<file path="config.mk">
export PLATFORM = sky130hd
export DESIGN_NAME = prog_timer
export DESIGN_NICKNAME = d
export VERILOG_FILES = /design/src/rtl/timer_pkg.sv /design/src/rtl/prog_timer_cycle_counter.sv /design/src/rtl/prog_timer.sv
export SDC_FILE = /design/constraint.sdc
export NUM_CORES = 1
export LEC_CHECK = 0
export ABC_CLOCK_PERIOD_IN_PS = 4700
export CAP_MARGIN = 0
export CORE_MARGIN = 3
export CORE_UTILIZATION = 57
export CTS_BUF_LIST = sky130_fd_sc_hd__clkbuf_16
export CTS_CLUSTER_SIZE = 25
export DETAILED_ROUTE_END_ITERATION = 10
export GPL_TIMING_DRIVEN = 0
export PLACE_DENSITY = 0.81
export SETUP_SLACK_MARGIN = 0.5
export SLEW_MARGIN = 25
export SYNTH_ARGS = -nofsm -noshare
export SYNTH_HDL_FRONTEND = slang
export SYNTH_SLANG_ARGS = --single-unit
</file>
<file path="constraint.sdc">
create_clock -name clk -period 4.7 [get_ports clk]
set_input_delay 0.705 -clock clk [delete_from_list [all_inputs] [get_ports clk]]
set_output_delay 0.705 -clock clk [all_outputs]
set_load 0.1 [all_outputs]
</file>
<file path="src/rtl/timer_pkg.sv">
// Shared state/mode types and default sizing for the programmable tick timer.
package timer_pkg;

    typedef enum logic [1:0] {
        IDLE  = 2'd0,
        RUN   = 2'd1,
        PAUSE = 2'd2,
        DONE  = 2'd3
    } timer_state_t;

    typedef enum logic {
        PERIODIC = 1'b0,
        ONESHOT  = 1'b1
    } timer_mode_t;

    localparam int TIMER_WIDTH          = 27;
    localparam int TIMER_CNT_W          = 16;
    localparam int TIMER_DEFAULT_PERIOD = 10_000_000;

endpackage

</file>
<file path="src/rtl/prog_timer_cycle_counter.sv">
// Cycle counter for prog_timer: counts up while enabled, wraps to 0 on the
// terminal-count compare, with a synchronous clear that takes priority.
module cycle_counter
    import timer_pkg::*;
#(
    parameter int WIDTH = TIMER_WIDTH
) (
    input  logic             clk,
    input  logic             n_rst,
    input  logic             en,
    input  logic             clr,
    input  logic [WIDTH-1:0] terminal,
    output logic [WIDTH-1:0] count,
    output logic             expire
);

    // >= so that a period shortened while paused expires on the next run edge
    assign expire = (count >= terminal);

    always_ff @(posedge clk or posedge n_rst) begin
        if (n_rst) begin
            count <= '0;
        end else if (clr) begin
            count <= '0;
        end else if (en) begin
            count <= expire ? '0 : count + WIDTH'(1);
        end
    end

endmodule

</file>
<file path="src/rtl/prog_timer.sv">
// Runtime-programmable tick generator (periodic / one-shot, pause, clear).
// Optional lap capture is enabled by defining PROG_TIMER_LAP_EN.
//
// state | meaning
// IDLE  | stopped, counter cleared, waiting for start
// RUN   | counting cycles, ticking on each period expiry
// PAUSE | counter held, start resumes from the held value
// DONE  | one-shot period expired, start re-arms
module prog_timer
    import timer_pkg::*;
#(
    parameter int WIDTH          = TIMER_WIDTH,
    parameter int DEFAULT_PERIOD = TIMER_DEFAULT_PERIOD,
    parameter int CNT_W          = TIMER_CNT_W
) (
    input  logic             clk,
    input  logic             n_rst,
    input  logic             start,
    input  logic             stop,
    input  logic             clear,
    input  logic             mode,
    input  logic             load,
    input  logic [WIDTH-1:0] period_in,
`ifdef PROG_TIMER_LAP_EN
    input  logic             lap,
    output logic [CNT_W-1:0] lap_ticks,
    output logic [WIDTH-1:0] lap_cycles,
`endif
    output logic             tick,
    output logic [CNT_W-1:0] tick_count,
    output logic             running,
    output logic             done
);

    timer_state_t     state, state_next;
    timer_mode_t      mode_q;
    logic [WIDTH-1:0] period;
    logic [WIDTH-1:0] cycles;
    logic             expire;
    logic             run_expire;
    logic             arm;
    logic             cnt_en;
    logic             cnt_clr;

    // fresh run from IDLE/DONE restarts the count and re-samples mode
    assign arm        = start && !stop && (state == IDLE || state == DONE);
    assign run_expire = (state == RUN) && expire;
    assign cnt_en     = (state == RUN) && (expire || !stop);
    assign cnt_clr    = clear || arm;

    cycle_counter #(
        .WIDTH (WIDTH)
    ) u_cycle_counter (
        .clk      (clk),
        .n_rst    (n_rst),
        .en       (cnt_en),
        .clr      (cnt_clr),
        .terminal (period - WIDTH'(1)),
        .count    (cycles),
        .expire   (expire)
    );

    always_ff @(posedge clk or posedge n_rst) begin
        if (n_rst) begin
            state <= IDLE;
        end else begin
            state <= state_next;
        end
    end

    always_comb begin
        state_next = state;
        if (clear) begin
            state_next = IDLE;
        end else begin
            case (state)
                RUN: begin
                    if (stop) begin
                        state_next = PAUSE;
                    end else if (expire && mode_q == ONESHOT) begin
                        state_next = DONE;
                    end
                end
                IDLE, PAUSE, DONE: begin
                    if (start && !stop) begin
                        state_next = RUN;
                    end
                end
                default: state_next = IDLE;
            endcase
        end
    end

    always_ff @(posedge clk or posedge n_rst) begin
        if (n_rst) begin
            period     <= WIDTH'(DEFAULT_PERIOD);
            mode_q     <= PERIODIC;
            tick       <= 1'b0;
            tick_count <= '0;
            running    <= 1'b0;
            done       <= 1'b0;
        end else begin
            running <= (state_next == RUN);
            done    <= (state_next == DONE);
            tick    <= !clear && run_expire;
            if (clear) begin
                tick_count <= '0;
            end else if (run_expire) begin
                tick_count <= tick_count + CNT_W'(1);
            end
            if (!clear && arm) begin
                mode_q <= timer_mode_t'(mode);
            end
            if (!clear && load && state != RUN) begin
                period <= (period_in == '0) ? WIDTH'(1) : period_in;
            end
        end
    end

`ifdef PROG_TIMER_LAP_EN
    always_ff @(posedge clk or posedge n_rst) begin
        if (n_rst) begin
            lap_ticks  <= '0;
            lap_cycles <= '0;
        end else if (clear) begin
            lap_ticks  <= '0;
            lap_cycles <= '0;
        end else if (lap && (state == RUN || state == PAUSE)) begin
            lap_ticks  <= tick_count;
            lap_cycles <= cycles;
        end
    end
`endif

endmodule

</file>
# Yosys cells after proc, flatten, opt, wreduce, memory -nomap -nowiden
# Index checks and enable logic that the tools add are counted.
# word_totals
reg_bits,76
out_inout_bits,19
word_cells,48
# classes
add_sub_neg,3
order_cmp,1
n_eq_ne,6
mux,11
n_reduce_logical,19
# ops
op,count
$mux W27,4
$mux W16,2
$add A27 B1 Y27 const B,1
$ge A27 B27 Y1,1
$logic_not A27 Y1,1
$sub A27 B1 Y27 const B,1
$add A16 B1 Y16 const B,1
$logic_and A1 B1 Y1,9
$mux W2,4
$eq A2 B2 Y1 const B,3
$eq A2 B1 Y1 const B,2
$pmux W2 S2,1
$reduce_bool A2 Y1,2
$logic_or A1 B1 Y1,3
$reduce_or A3 Y1,1
$logic_not A1 Y1,2
$logic_not A2 Y1,1
$ne A2 B1 Y1 const B,1

# Logic depth before layout (Yosys ltp)
# depth
word_depth,8
depth_mapped,19
ltp_nobuf,16

# By module
# From an unflattened synthesis, not the netlist that was laid out.
# hier_totals
cells_unflattened,572
hier_area_um2,5188.7
# by_module_without_submodules
module,n_inst,cells_per_inst,area_per_inst_um2
prog_timer,1,249,2655.0
cycle_counter,1,323,2533.7

# Least setup slack after synthesis
# No wires, ideal clock.
# synth_timing
path_type,reg-to-reg
startpoint,reg period[2]
endpoint,reg u_cycle_counter.count[18]
arrival_time_ns,3.949
required_ns,4.584
path_slack_ns,0.635
path_stages_with_launch,16
path_buffers,2
path_cell_list,dfrtp_1 > nor4_4 > nand3_1 > or4_1 > buf_2 > or3_4 > nor4_4 > xnor2_1 > ha_1 > a21oi_1 > o21ai_0 > a221o_1 > buf_2 > or2_2 > or4_1 > o311ai_0
# synth_between
elab_chain_cells,5
# synth_rtl
item,line_no,rtl
start: declaration,prog_timer.sv:37,logic [WIDTH-1:0] period;
start signal: assignment,prog_timer.sv:96,period <= WIDTH'(DEFAULT_PERIOD);
start signal: assignment,prog_timer.sv:115,period <= (period_in == '0) ? WIDTH'(1) : period_in;
$sub A27 B1 Y27 *,prog_timer.sv:58,".terminal (period - WIDTH'(1)),"
$ge A27 B27 Y1 *,prog_timer_cycle_counter.sv:18,assign expire = (count >= terminal);
$mux W27 / $logic_or A1 B1 Y1 (equally long branches),"prog_timer_cycle_counter.sv:26, prog_timer.sv:48",
$mux W27 / $logic_and A1 B1 Y1 (equally long branches),"prog_timer_cycle_counter.sv:25, prog_timer.sv:48",
$mux W27 / $reduce_bool A2 Y1 (equally long branches),-,
end signal: assignment,prog_timer_cycle_counter.sv:26,count <= expire ? '0 : count + WIDTH'(1);
end: declaration,prog_timer_cycle_counter.sv:13,"output logic [WIDTH-1:0] count,"
# Every way passes the cells marked *; elsewhere a longest branch is shown, timed or not. The select of a mux whose other input is x is not followed.
# A chain may end at the register's enable or synchronous reset.

# Worst setup path after layout
# layout_timing
startpoint,reg period[3]
endpoint,reg tick_count[15]
# layout_between
elab_chain_cells,4
# layout_rtl
item,line_no,rtl
$sub A27 B1 Y27,prog_timer.sv:58,
$ge A27 B27 Y1,prog_timer_cycle_counter.sv:18,
$logic_and A1 B1 Y1,prog_timer.sv:47,assign run_expire = (state == RUN) && expire;
$reduce_bool A2 Y1 (no source line),-,
end signal: assignment,prog_timer.sv:109,tick_count <= tick_count + CNT_W'(1);
end: declaration,prog_timer.sv:30,"output logic [CNT_W-1:0] tick_count,"
# Every way passes these cells.

==> summary.txt <==
Yosys
  • Post-synthesis compound-gate area fraction: 10.7%
  • Mapped cell area: 4650 um2
  • Largest family of logic cells by synthesized area: simple AND/OR/NAND/NOR gates
  • Synth Area in XOR/XNOR: 8.84%
  • Main synth FF type: dfrtp_1
  • Post-synth EDFFs: 0
  • Register area share after synthesis: 41.1%
  • #FFs+latches synth: 76
  • Synth Area in Adders: 8.60%
  • Syn Inst Count: 480
  • Simple-gate share of the synthesized area: 21.4%
  • Post-synthesis mux area share: 6.51%
  • YS warnings: 0
  • Yosys cell types: 53
  • Asr flop ratio synth: 100%
  • Syn nets: 546
  • Post-Syn Area per Cell: 9.70 um2

Worst setup path
  • Critical path's largest stage delay: 0.51 ns
  • Crit path DAT: 4.54 ns
  • Worst r2r src: period[3]$_DFFE_PP0P_
  • Slowest CP cell: or4_4
  • Critical Path Source: period[3]$_DFFE_PP0P_
  • Critical path class: reg -> reg
  • Worst r2r path cells: 16
  • Critical-path maximum fanout: 6
  • FF-to-FF End: tick_count[15]$_DFFE_PP0P_
  • Worst reg2reg setup slack: 0.43 ns
  • CP Cell Sequence: nor4_4 > nand3_2 > or4_4 > buf_6 > or3_4 > nor4_4 > xnor2_1 > ha_1 > nand4_1 > nor4_2 > inv_1 > a31oi_4 > buf_6 > o211ai_4 > or4_4 > a21oi_2
  • Req. time, crit path: 4.97 ns
  • Crit end category: flip-flop
  • CP startpoint kind: flip-flop

STA
  • Crit path time final: 4.27 ns
  • Final Hold Fails: 0
  • Rel. slew slack: 35.1%
  • Setup TNS: 0 ns
  • Fin. max-slew vios: 0
  • PnR worst setup slack: 0.428 ns
  • Worst Tran Pin Value: 0.970 ns
  • Clock Skews: 0.00727 ns
  • Ratio of final minimum period to clock period: 90.9%
  • FMAX: 234 MHz
  • RSZ-0062 raised after global routing: yes
  • Final Setup Violations: 0

Die
  • Die area: 9290 um2
  • I/O pins: 53
  • Row count: 32
  • Initial Util: 59.6%
  • Vert. Die Dim: 96.4 um
  • Core Footprint: 7810 um2
  • DIE WIDTH: 96.4 um

Placed design
  • Port Buf Inserts: 52
  • Placed Instances: 635
  • Worst slack at placement: 0.148 ns
  • RePlAce Congestion: 0.796
  • Dpl hpwl: 7.82 mm

Drt
  • DRC viols: 0
  • DR iter-0 viols: 237
  • Antenna-violating nets left: 0
  • Detailed-router iteration count before antenna repair: 4
  • Final wirelength: 11.6 mm
  • Wirelength per Cell: 17.4 um
  • DR vias: 4,080
  • Vias per cell: 6.09

Cells and area
  • P&R area growth vs syn: 29.0%
  • Fill count: 509
  • Non-filler instance count after layout: 670
  • Commonest cells after routing, fill and taps aside: dfrtp_1, clkdlybuf4s50_1, nor2_1, nand2_1, ha_1
  • Most common cell after layout, fill and taps aside: dfrtp_1
  • ANT cells: 0
  • Layout cells sized above 1: 20.1%
  • Final Net Count: 629

Power and ir drop
  • PD cells: 305 nW/um2
  • Pwr Total: 1830 uW
  • Pleak: 0.00240 uW
  • Worst VDD drop: 0.000210 V

GRT
  • Initial antenna violation count: 0
  • First-pass GRT wire length: 18.8 mm
  • Global route overflow: 0
  • Pin count of the biggest net entering global routing: 54
  • Global-route usage over all layers: 26.1%
  • Number of global-route vias before repair: 4,041

Worst hold path
  • Worst hold path type: reg -> reg
  • HP Start: period[26]$_DFFE_PP0P_
  • Hold EP: period[26]$_DFFE_PP0P_
  • Worst Hold Path Cells: 1

Status
  • Status: finished clean

Clock network
  • Clk pin slew, worst setup/hold paths: 0.06 ns
  • Clk sinks: 76
  • Post-CTS Hold Buffers: 0
  • Cts bufs inserted: 9
  • CTS tree: yes
  • Htree depth: 3
  • Skew-Pair Late Insertion Delay: 0.34 ns
  • Clock root buffer: clkbuf_16
  • Buffer depth of the longest clock path: 2

Run
  • Max-cap violations: 0
power by group:
| part | switching (uW) | leakage (uW) | total [uW] | internal, uW |
|---|---|---|---|---|
| registers | 74.9 | 0.000986 | 788 | 714 |
| logic | 148 | 0.00126 | 296 | 148 |
| clock network | 280 | 0.000161 | 744 | 464 |
stage by stage:
step | instance area, um2 | utilization (%) | hold slack [ns]
CTS | 5800 | 74.2 | 0.546
detailed placement | 5330 | 68.3 | 0.533
global placement | 5300 | 67.9 | 0.528
floorplan | 4650 | - | 0.502
global route | 6000 | 76.9 | 0.555
finish | 6000 | 76.9 | 0.542
worst max-delay path by stage:
stage,endpoint,cells past startpoint,slack (ns)
2_1_floorplan,u_cycle_counter.count[18]$_DFFE_PP0P_,15,0.64
3_3_place_gp,u_cycle_counter.count[22]$_DFFE_PP0P_,18,0.21
6_report,tick_count[15]$_DFFE_PP0P_,16,0.43
5_1_grt,tick_count[8]$_DFFE_PP0P_,17,0.23
4_1_cts,tick_count[15]$_DFFE_PP0P_,16,0.46
3_5_place_dp,u_cycle_counter.count[24]$_DFFE_PP0P_,18,0.15
synthesized netlist by cell type (all sizes together), types with 18 or more instances:
| library cell | number | area, um2 |
|---|---|---|
| dfrtp | 68 | 1700 |
| nor2 | 44 | 165 |
| nand2 | 33 | 124 |
| ha | 32 | 400 |
| a21oi | 27 | 135 |
| mux2 | 26 | 293 |
| xor2 | 26 | 228 |
| o21ai | 25 | 125 |
| xnor2 | 21 | 184 |
| inv | 20 | 75.1 |
| nand4 | 18 | 113 |
routing by layer:
layer,vias up,routed length [um],global-route usage (%)
li1,1919,-,-
met1,1996,4680,31.2
met2,126,5990,45.1
met3,39,569,3.44
met4,0,405,14.7
met5,-,0,0
registers in the layout, summed over array words and instances, names as in the netlist:
register and flops:
period 27, u_cycle_counter.count 27, tick_count 16, state 2, done 1, mode_q 1
running 1, tick 1
logic make-up (layout without fill, tap and decap cells):
group | after synthesis | in the layout
xor gates and xnor gates | 47 | 47
buffers and inverters | 34 | 122
and+or+nand+nor | 185 | 185
DFF | 76 | 76
adders and majority gates | 32 | 32
AOI/OAI and AO/OA | 79 | 79
muxes | 27 | 27
worst max-delay path: cells and delay by family, from the launching register on:
kind	cells	cell delay (ns)
adder cells (fa/ha/maj)	1	0.30
buffers and inverters	3	0.44
AO/OA/AOI/OAI	3	0.44
XOR/XNOR	1	0.11
AND/OR/NAND/NOR	8	2.48
flip-flops	1	0.42
timing repair:
item                                    in CTS  in global routing
pin swaps                                   13                 25
setup buffers                               10                  7
endpoints found under the setup margin      47                 47
cloned                                       0                  2
gates resized for setup                     21                 44
final cells by class:
| type | count | area, um2 | share of cell area [%] |
|---|---|---|---|
| plain buffers | 14 | 93.8 | 1.56 |
| clock buffers | 9 | 225 | 3.75 |
| clock inverters | 7 | 91.3 | 1.52 |
| inverters | 20 | 77.6 | 1.29 |
| multi-input cells | 370 | 2780 | 46.3 |
| flip-flops and latches | 76 | 1910 | 31.9 |
| well taps | 102 | 128 | 2.13 |
| repair buffers | 72 | 697 | 11.6 |
(Power assumes the default switching activity.)
